[src/rtl/redun_mont_pkg.sv]
// Shared types and helpers for the redundant-form Montgomery datapath.
package redun_mont_pkg;

    localparam int unsigned NUM_WRDS  = 65;
    localparam int unsigned WRD_BITS  = 16;
    localparam int unsigned AXI_LEN   = 32;
    localparam int unsigned DAT_BITS  = NUM_WRDS * WRD_BITS;

    // Beats per resolved result; fixed by the word geometry.
    localparam int unsigned NUM_BEATS = (NUM_WRDS * WRD_BITS + AXI_LEN - 1) / AXI_LEN;
    localparam int unsigned BEAT_W    = $clog2(NUM_BEATS);
    // Word index must reach one past the last pair of the final beat.
    localparam int unsigned IDX_W     = BEAT_W + 1;
    localparam int unsigned SUM_W     = WRD_BITS + 2;

    // One redundant word: 16-bit digit plus a carry bit.
    typedef logic [WRD_BITS:0] redun_wrd_t;
    typedef redun_wrd_t [NUM_WRDS-1:0] redun0_t;

    typedef struct packed {
        logic [1:0]         carry;
        logic [AXI_LEN-1:0] beat;
    } beat_res_t;

    typedef enum logic [0:0] {
        IDLE   = 1'b0,
        STREAM = 1'b1
    } rcr_state_t;

    // Resolve two adjacent redundant words with an incoming carry.
    function automatic beat_res_t resolve_beat(
        input redun_wrd_t word_lo,
        input redun_wrd_t word_hi,
        input logic [1:0] carry_in
    );
        logic [SUM_W-1:0] s0;
        logic [SUM_W-1:0] s1;
        beat_res_t        res;
        s0        = SUM_W'(word_lo) + SUM_W'(carry_in);
        s1        = SUM_W'(word_hi) + SUM_W'(s0[SUM_W-1:WRD_BITS]);
        res.beat  = {s1[WRD_BITS-1:0], s0[WRD_BITS-1:0]};
        res.carry = s1[SUM_W-1:WRD_BITS];
        return res;
    endfunction

    // Bounds-checked word fetch; indices past the array read as zero.
    function automatic redun_wrd_t wrd_at(
        input redun0_t          w,
        input logic [IDX_W-1:0] idx
    );
        redun_wrd_t r;
        r = '0;
        if (32'(idx) < NUM_WRDS) begin
            r = w[idx];
        end
        return r;
    endfunction

endpackage

[src/rtl/redun_beat_adder.sv]
// Combinational two-word carry resolve producing one output beat.
module redun_beat_adder
    import redun_mont_pkg::*;
(
    input  redun_wrd_t         word_lo,
    input  redun_wrd_t         word_hi,
    input  logic               hi_vld,
    input  logic [1:0]         carry_in,
    output logic [AXI_LEN-1:0] beat_c,
    output logic [1:0]         carry_c
);

    beat_res_t res_c;

    // With no upper word, the carry out of the low word leaves the beat instead of filling its top half.
    always_comb begin
        res_c   = resolve_beat(word_lo, hi_vld ? word_hi : '0, carry_in);
        beat_c  = res_c.beat;
        carry_c = res_c.carry;
        if (!hi_vld) begin
            beat_c  = AXI_LEN'(res_c.beat[WRD_BITS-1:0]);
            carry_c = res_c.beat[WRD_BITS +: 2];
        end
    end

endmodule

[src/rtl/redun_carry_resolve.sv]
// Resolves a redundant-form result into binary beats, least-significant first.
module redun_carry_resolve
    import redun_mont_pkg::*;
(
    input  logic               i_clk,
    input  logic               i_rst_n,
    input  redun0_t            i_dat,
    input  logic               i_val,
    output logic               o_rdy,
    output logic [AXI_LEN-1:0] o_dat,
    output logic               o_val,
    input  logic               i_rdy,
    output logic               o_last,
    output logic               o_ovf
);

    rcr_state_t        state;
    redun0_t           words;
    logic [1:0]        carry;
    logic [BEAT_W-1:0] beat;

    logic [BEAT_W-1:0]  nxt_beat_c;
    logic [IDX_W-1:0]   idx_lo_c;
    logic [IDX_W-1:0]   idx_hi_c;
    redun0_t            src_c;
    redun_wrd_t         lo_c;
    redun_wrd_t         hi_c;
    logic               hi_vld_c;
    logic [1:0]         cin_c;
    logic               nxt_last_c;
    logic [AXI_LEN-1:0] add_beat_c;
    logic [1:0]         add_carry_c;
    logic               take_c;
    logic               give_c;

    // Select operands for the beat that will be presented next.
    always_comb begin
        nxt_beat_c = '0;
        src_c      = i_dat;
        cin_c      = 2'b00;
        if (state == STREAM) begin
            nxt_beat_c = beat + BEAT_W'(1);
            src_c      = words;
            cin_c      = carry;
        end
        idx_lo_c   = IDX_W'({nxt_beat_c, 1'b0});
        idx_hi_c   = idx_lo_c | IDX_W'(1);
        lo_c       = wrd_at(src_c, idx_lo_c);
        hi_c       = wrd_at(src_c, idx_hi_c);
        hi_vld_c   = (32'(idx_hi_c) < NUM_WRDS);
        nxt_last_c = (nxt_beat_c == BEAT_W'(NUM_BEATS - 1));
        take_c     = (state == IDLE) && i_val && o_rdy;
        give_c     = (state == STREAM) && o_val && i_rdy;
    end

    redun_beat_adder u_adder (
        .word_lo  (lo_c),
        .word_hi  (hi_c),
        .hi_vld   (hi_vld_c),
        .carry_in (cin_c),
        .beat_c   (add_beat_c),
        .carry_c  (add_carry_c)
    );

    // Capture, stream and handshake control with registered outputs.
    always_ff @(posedge i_clk or negedge i_rst_n) begin
        if (!i_rst_n) begin
            state  <= IDLE;
            words  <= '0;
            carry  <= 2'b00;
            beat   <= '0;
            o_rdy  <= 1'b1;
            o_val  <= 1'b0;
            o_last <= 1'b0;
            o_ovf  <= 1'b0;
            o_dat  <= '0;
        end else begin
            case (state)
                IDLE: begin
                    o_rdy <= 1'b1;
                    o_val <= 1'b0;
                    if (take_c) begin
                        words  <= i_dat;
                        o_dat  <= add_beat_c;
                        carry  <= add_carry_c;
                        beat   <= nxt_beat_c;
                        o_last <= nxt_last_c;
                        o_ovf  <= nxt_last_c && (add_carry_c != 2'b00);
                        o_val  <= 1'b1;
                        o_rdy  <= 1'b0;
                        state  <= STREAM;
                    end
                end
                STREAM: begin
                    o_rdy <= 1'b0;
                    if (give_c) begin
                        if (beat == BEAT_W'(NUM_BEATS - 1)) begin
                            o_val  <= 1'b0;
                            o_last <= 1'b0;
                            o_ovf  <= 1'b0;
                            o_rdy  <= 1'b1;
                            carry  <= 2'b00;
                            beat   <= '0;
                            state  <= IDLE;
                        end else begin
                            o_dat  <= add_beat_c;
                            carry  <= add_carry_c;
                            beat   <= nxt_beat_c;
                            o_last <= nxt_last_c;
                            o_ovf  <= nxt_last_c && (add_carry_c != 2'b00);
                        end
                    end
                end
                default: begin
                    state <= IDLE;
                    o_rdy <= 1'b1;
                    o_val <= 1'b0;
                end
            endcase
        end
    end

endmodule

[config.mk]
export PLATFORM = sky130hd
export DESIGN_NAME = redun_carry_resolve
export DESIGN_NICKNAME = d
export VERILOG_FILES = /design/src/rtl/redun_mont_pkg.sv /design/src/rtl/redun_beat_adder.sv /design/src/rtl/redun_carry_resolve.sv
export SDC_FILE = /design/constraint.sdc
export NUM_CORES = 2
export LEC_CHECK = 0
export ABC_AREA = 1
export CAP_MARGIN = 5
export CORE_ASPECT_RATIO = 0.75
export CORE_MARGIN = 2
export CORE_UTILIZATION = 28
export CTS_CLUSTER_SIZE = 25
export DETAILED_ROUTE_END_ITERATION = 10
export HOLD_SLACK_MARGIN = 0.05
export PLACE_DENSITY = 0.56
export SLEW_MARGIN = 30
export SYNTH_ARGS = -nofsm -noshare
export SYNTH_HDL_FRONTEND = slang
export SYNTH_SLANG_ARGS = --single-unit
[constraint.sdc]
create_clock -name i_clk -period 6.6 [get_ports i_clk]
set_input_delay 1.32 -clock i_clk [delete_from_list [all_inputs] [get_ports i_clk]]
set_output_delay 1.32 -clock i_clk [all_outputs]
set_load 0.02 [all_outputs]
Word-level counts from Yosys, hierarchy flattened
Cells that the tools add are included.
{"block": "word_totals", "output_inout_bits": 36, "reg_bits": 1150}
{"block": "classes", "add_sub_neg": 3, "n_mux": 42, "n_eq_ne": 6, "n_reduce_logical": 10, "magnitude_cmp": 4, "bitwise": 1}
{"operator": "1105-bit two-way mux", "n": 1}
{"operator": "17-bit binary-select mux with 6-bit select", "n": 2}
{"operator": "32-bit two-way mux", "n": 4}
{"operator": "17-bit two-way mux", "n": 4}
{"operator": "32-bit case mux with 2 select lines", "n": 1}
{"operator": "17-bit by 2-bit adder with 18-bit output", "n": 2}
{"operator": "6-bit two-way mux", "n": 4}
{"operator": "7-bit by 8-bit < comparator with 1-bit output (second input constant)", "n": 2}
{"operator": "7-bit < comparator (second input constant)", "n": 2}
{"operator": "1-bit two-way mux", "n": 14}
{"operator": "6-bit equality test (second input constant)", "n": 2}
{"operator": "6-bit case mux with 2 select lines", "n": 1}
{"operator": "2-bit two-way mux", "n": 5}
{"operator": "1-bit case mux with 2 select lines", "n": 5}
{"operator": "6-bit by 1-bit adder with 6-bit output (second input constant)", "n": 1}
{"operator": "2-bit AND reduction", "n": 3}
{"operator": "1-bit logical AND", "n": 5}
{"operator": "2-bit by 1-bit != test with 1-bit output (second input constant)", "n": 2}
{"operator": "2-bit != test (second input constant)", "n": 2}
{"operator": "2-bit case mux with 2 select lines", "n": 1}
{"operator": "3-bit AND reduction", "n": 1}
{"operator": "2-bit nonzero test", "n": 1}
{"operator": "1-bit inverter", "n": 1}

Logic depth before layout (Yosys ltp)
{"block": "depth", "word_depth": 13, "ltp_mapped": 41, "depth_no_buf": 30}

Hierarchy
From an unflattened synthesis, not the netlist that was laid out.
{"block": "hier_totals", "hier_cells": 7998, "area_unflattened_um2": 57272.4}
{"mod": "redun_carry_resolve", "n_inst": 1, "cells_per_inst": 7771, "area_per_inst_um2": 56173.9}
{"mod": "redun_beat_adder", "n_inst": 1, "cells_per_inst": 227, "area_per_inst_um2": 1098.6}

Worst setup path before layout
No wires, ideal clock.
{"block": "synth_path", "path_type": "register -> register", "from": "register beat[0]", "to": "register o_ovf", "synth_period_minus_slack_ns": 6.065, "t_arrival_ns": 5.949, "required_time_ns": 6.484, "stages_incl_launch_ff": 39, "setup_time_ns": 0.116, "slack_ns": 0.535, "cell_sequence": "dfrtp_1 -> buf_6 -> inv_2 -> buf_2 -> buf_2 -> buf_2 -> buf_2 -> buf_2 -> ha_1 -> nand2_8 -> buf_4 -> buf_2 -> buf_2 -> buf_1 -> o221ai_1 -> o21ai_0 -> o21ai_0 -> o21ai_0 -> [3 not listed] -> fa_1 -> nand2_1 -> nor2_4 -> nand2_2 -> nor2_4 -> nand3_1 -> xnor2_1 -> ha_1 -> inv_1 -> fa_1 -> nor2_2 -> nand2_1 -> nor2_4 -> nand3_1 -> nand2_1 -> nand3_1 -> nand2_1 -> nand2_1"}
{"block": "synth_between", "elab_chain_len": 13}
{"element": "from (decl)", "line_no": "redun_carry_resolve.sv:20", "rtl": "logic [BEAT_W-1:0] beat;"}
{"element": "from (signal assigned)", "line_no": "redun_carry_resolve.sv:86", "rtl": "beat <= nxt_beat_c;"}
{"element": "from (signal assigned)", "line_no": "redun_carry_resolve.sv:108", "rtl": "beat <= nxt_beat_c;"}
{"element": "6-bit by 1-bit adder with 6-bit output", "line_no": "redun_carry_resolve.sv:42", "rtl": "nxt_beat_c = beat + BEAT_W'(1);"}
{"element": "6-bit two-way mux", "line_no": "redun_carry_resolve.sv:41", "rtl": "if (state == STREAM) begin"}
{"element": "17-bit binary-select mux with 6-bit select", "line_no": "redun_mont_pkg.sv:54", "rtl": "r = w[idx];"}
{"element": "17-bit two-way mux (implied by the code)", "line_no": "redun_mont_pkg.sv:54"}
{"element": "17-bit two-way mux", "line_no": "redun_mont_pkg.sv:53", "rtl": "if (32'(idx) < NUM_WRDS) begin"}
{"element": "17-bit by 2-bit adder with 18-bit output", "line_no": "redun_mont_pkg.sv:39", "rtl": "s0 = SUM_W'(word_lo) + SUM_W'(carry_in);"}
{"element": "17-bit by 2-bit adder with 18-bit output", "line_no": "redun_mont_pkg.sv:40", "rtl": "s1 = SUM_W'(word_hi) + SUM_W'(s0[SUM_W-1:WRD_BITS]);"}
{"element": "2-bit two-way mux", "line_no": "redun_beat_adder.sv:20", "rtl": "if (!hi_vld) begin"}
{"element": "2-bit nonzero test", "line_no": "redun_carry_resolve.sv:88, redun_carry_resolve.sv:110"}
{"element": "1-bit logical AND", "line_no": "redun_carry_resolve.sv:88, redun_carry_resolve.sv:110"}
{"element": "1-bit two-way mux", "line_no": "redun_carry_resolve.sv:97", "rtl": "if (beat == BEAT_W'(NUM_BEATS - 1)) begin"}
{"element": "1-bit two-way mux", "line_no": "redun_carry_resolve.sv:96", "rtl": "if (give_c) begin"}
{"element": "1-bit case mux with 2 select lines (*)", "line_no": "redun_carry_resolve.sv:78", "rtl": "case (state)"}
{"element": "to (signal assigned)", "line_no": "redun_carry_resolve.sv:88", "rtl": "o_ovf <= nxt_last_c && (add_carry_c != 2'b00);"}
{"element": "to (signal assigned)", "line_no": "redun_carry_resolve.sv:110", "rtl": "o_ovf <= nxt_last_c && (add_carry_c != 2'b00);"}
{"element": "to (decl)", "line_no": "redun_carry_resolve.sv:14", "rtl": "output logic o_ovf"}
Every way passes the cells marked *; elsewhere a longest branch is shown, timed or not. The select of a mux whose other input is x is not followed.
A chain may end at the register's enable or synchronous reset.

Final worst setup path
{"block": "layout_path", "from": "register beat[0]", "to": "register o_dat[30]"}
{"block": "layout_between", "elab_chain_len": 11}
{"element": "6-bit by 1-bit adder with 6-bit output", "line_no": "redun_carry_resolve.sv:42"}
{"element": "6-bit two-way mux", "line_no": "redun_carry_resolve.sv:41"}
{"element": "17-bit binary-select mux with 6-bit select", "line_no": "redun_mont_pkg.sv:54"}
{"element": "17-bit two-way mux (implied by the code)", "line_no": "redun_mont_pkg.sv:54"}
{"element": "17-bit two-way mux", "line_no": "redun_mont_pkg.sv:53"}
{"element": "17-bit by 2-bit adder with 18-bit output", "line_no": "redun_mont_pkg.sv:39"}
{"element": "17-bit by 2-bit adder with 18-bit output", "line_no": "redun_mont_pkg.sv:40"}
{"element": "32-bit two-way mux", "line_no": "redun_beat_adder.sv:20"}
{"element": "32-bit two-way mux", "line_no": "redun_carry_resolve.sv:97"}
{"element": "32-bit two-way mux", "line_no": "redun_carry_resolve.sv:96"}
{"element": "32-bit case mux with 2 select lines", "line_no": "redun_carry_resolve.sv:78"}
{"element": "to (signal assigned)", "line_no": "redun_carry_resolve.sv:84", "rtl": "o_dat <= add_beat_c;"}
{"element": "to (signal assigned)", "line_no": "redun_carry_resolve.sv:106", "rtl": "o_dat <= add_beat_c;"}
{"element": "to (decl)", "line_no": "redun_carry_resolve.sv:10", "rtl": "output logic [AXI_LEN-1:0] o_dat,"}
Several ways; a longest one is shown, not always the timed one. The select of a mux whose other input is x is not followed.

==> key figures <==
CTS
  • Post-CTS Setup Inserts: 0
  • Hold buffers post-CTS: 0
  • Clock slew at reported path FFs: 0.06 ns
  • TritonCTS clock tree: done
  • Longest Clk Path Bufs: 3
  • H-Tree Depth: 4
  • Root buffer cell: clkbuf_16
  • Num CTS Buffers: 135
  • Latest clock arrival within the worst-skew pair: 0.79 ns
  • Clock sink count: 1150

Die
  • CORE AREA: 205000 um^2
  • Initial core utilization: 0.282
  • Top-Level Pins: 1145
  • DIE AREA: 210000 um^2
  • Die Span Y: 398 um
  • Die Wd: 529 um
  • # rows: 144

Logic synthesis
  • Net Count, Synth: 8885
  • Post-synthesis sequential area ratio: 0.498
  • Synth unique cells: 54
  • Syn_area_per_cell: 7.44 um^2
  • Seq cells post-synth: 1150
  • Cell Area, Synth: 57800 um^2
  • Yosys warnings: 0
  • Mapped Cells: 7768

Critical path
  • Slowest stage delay, CP: 0.58 ns
  • Data arrival, critical path: 6.82 ns
  • Worst setup SP type: flip-flop
  • Slowest stage cell, crit path: o21ai_0
  • Crit end category: flip-flop
  • Reg2reg setup slack: 0.43 ns
  • Crit path max fanout: 82
  • Crit Path Class: reg2reg
  • Worst EP required: 7.26 ns

GRT
  • Tot GR Track Use: 0.254
  • Initial antenna violation count: 109
  • Largest net degree at the start of global routing: 228
  • First-pass GRT wire length: 393000 um
  • Grt ovf: 0
  • Number of global-route vias before repair: 56600

Placed design
  • IO Port Bufs: 1144
  • DP Area: 71200 um^2
  • RePlAce Congestion: 0.892
  • Post-DP HPWL: 192000 um

Finish
  • Area growth syn-to-layout: 31.3%
  • Fin nets: 9729
  • Final instance area: 75900 um^2
  • Filler instances: 21400
  • Layout cells sized above 1: 0.0530

Drt
  • Router iterations before antenna repair: 8
  • Residual DRC: 0
  • Final ANT Viol Nets: 0
  • First DRT Iteration DRCs: 5782
  • Via count: 57800
  • WL/cell: 24.0 um
  • Via-per-instance ratio: 5.03
  • Drt total wl: 275000 um

Timing
  • RSZ-0062 raised after global routing: no
  • Final slew viol count: 0
  • Final setup vio count: 0
  • Clock skew: 0.0286 ns
  • Fin crit period: 6.17 ns
  • Max Clk Rate: 162 MHz
  • Final Hold Vio Count: 0
  • Least-Margin Pin Slew: 1.01 ns
  • Rel. slew slack: 0.330
  • Final Cycle Share: 0.934

Run status
  • Status: finished, final reports clean

Power
  • Power consumption: 40.4 mW
  • Pwr dens: 532 nW/um^2
  • Leakage: 36.4 nW
  • Worst vdd ir: 0.586 mV

Run
  • Max cap viols: 0

Hold path
  • Hold Path Class: reg2reg
layout by cell type (no fill, tap or decap), types with 22 or more instances in the layout:
| cell type | count |
|---|---|
| or2_2 | 86 |
| nand3_1 | 747 |
| clkbuf_1 | 27 |
| nor2_1 | 221 |
| a21oi_1 | 234 |
| buf_4 | 66 |
| a221oi_1 | 27 |
| clkbuf_8 | 33 |
| clkdlybuf4s50_1 | 1143 |
| dfrtp_1 | 1147 |
| o21ai_0 | 370 |
| nand4_1 | 72 |
| o221ai_1 | 73 |
| o211ai_1 | 56 |
| nand2_1 | 3684 |
| clkinv_2 | 22 |
| clkbuf_16 | 137 |
| o22ai_1 | 25 |
| inv_1 | 344 |
| buf_12 | 32 |
| diode_2 | 61 |
layout make-up:
cell class / count / area [um^2] / area share
antenna: 61 / 153 / 0.00201
clock buffer: 197 / 3980 / 0.0525
clock inverter: 44 / 508 / 0.00669
inverter: 356 / 1390 / 0.0183
multi-input combinational: 5723 / 25000 / 0.330
sequential: 1150 / 28800 / 0.379
tap: 2701 / 3380 / 0.0445
timing repair buffer: 1246 / 12700 / 0.167
where the power goes:
part           leakage (nW)  switching [mW]  total, mW  internal [mW]
clock                  2.23            3.29       7.80           4.51
sequential             14.4            1.85       12.2           10.3
combinational          19.8            14.0       20.4           6.42
total                  36.4            19.1       40.4           21.3
worst max-delay path, delay by kind of cell, from the launching register on:
family,cells,cell delay (ns)
compound gates,5,1.33
xor+xnor,1,0.19
simple gates,13,1.99
flops,1,0.52
fa+ha+maj,4,1.49
buf+inv,2,0.50
cell families after synthesis:
group / count (synthesis) / synth area share
simple gates: 4857 / 0.342
xor+xnor: 5 / 0.000887
buf+inv: 895 / 0.0702
compound gates: 853 / 0.0867
fa+ha+maj: 8 / 0.00199
flops: 1150 / 0.498
synthesized netlist by cell type (all sizes together):
cell type / instances / area share
nand2: 3693 / 0.24
dfrtp: 1149 / 0.50
nand3: 754 / 0.066
o21ai: 384 / 0.033
inv: 356 / 0.023
buf: 294 / 0.031
clkbuf: 245 / 0.016
nor2: 240 / 0.017
a21oi: 234 / 0.020
or2: 86 / 0.0093
o221ai: 74 / 0.011
nand4: 73 / 0.0082
o211ai: 56 / 0.0073
a221oi: 27 / 0.0041
o22ai: 25 / 0.0027
o311ai: 14 / 0.0021
o2111ai: 13 / 0.0020
nor3: 9 / 0.00095
a31oi: 6 / 0.00065
ha: 6 / 0.0013
o41ai: 6 / 0.0010
o21a: 4 / 0.00052
o31ai: 3 / 0.00039
xor2: 3 / 0.00058
a21boi: 2 / 0.00026
a22o: 2 / 0.00030
a32o: 2 / 0.00035
fa: 2 / 0.00069
xnor2: 2 / 0.00030
a311oi: 1 / 0.00015
and3: 1 / 0.00011
dfstp: 1 / 0.00045
nand3b: 1 / 0.00013
final timing paths:
kind / from / endpoint / cells after the start
min in group asynchronous: i_rst_n / words[155] / 1
worst max register to register: beat[0] / o_dat[30] / 25
worst max-delay path: beat[0] / o_dat[30] / 25
max in group asynchronous: i_rst_n / words[994] / 3
worst min register to register: words[346] / words[346] / 2
worst min-delay path: words[346] / words[346] / 2
sequential cells by signal, indices dropped and copies added (netlist names):
name    cells
words    1105
o_dat      32
beat        6
carry       2
o_last      1
o_ovf       1
o_rdy       1
o_val       1
state       1
timing repair:
action,CTS,global route
setup endpoints to repair,0,4
gates resized for setup,0,1
endpoints found under the hold margin,0,0
through the flow:
stage	setup slack (ns)	setup TNS [ns]	hold slack (ns)	instances	utilization
6_report	0.433	0	0.473	11500	0.370
4_1_cts	0.334	0	0.476	11400	0.368
3_5_place_dp	0.00956	0	0.460	11200	0.346
5_1_grt	0.0540	0	0.492	11500	0.369
3_3_place_gp	-0.0667	-0.169	0.456	11200	0.346
2_1_floorplan	0.535	0	0.441	7768	-
metal layers:
layer | global-route usage | part of all wire | vias up
li1 | - | - | 26600
met2 | 0.396 | 0.46 | 2479
met3 | 0.0603 | 0.082 | 486
met4 | 0.127 | 0.048 | 56
met5 | 0 | 0.0013 | -
met1 | 0.328 | 0.41 | 28100
No activity file was read; power rests on OpenSTA's default activity.
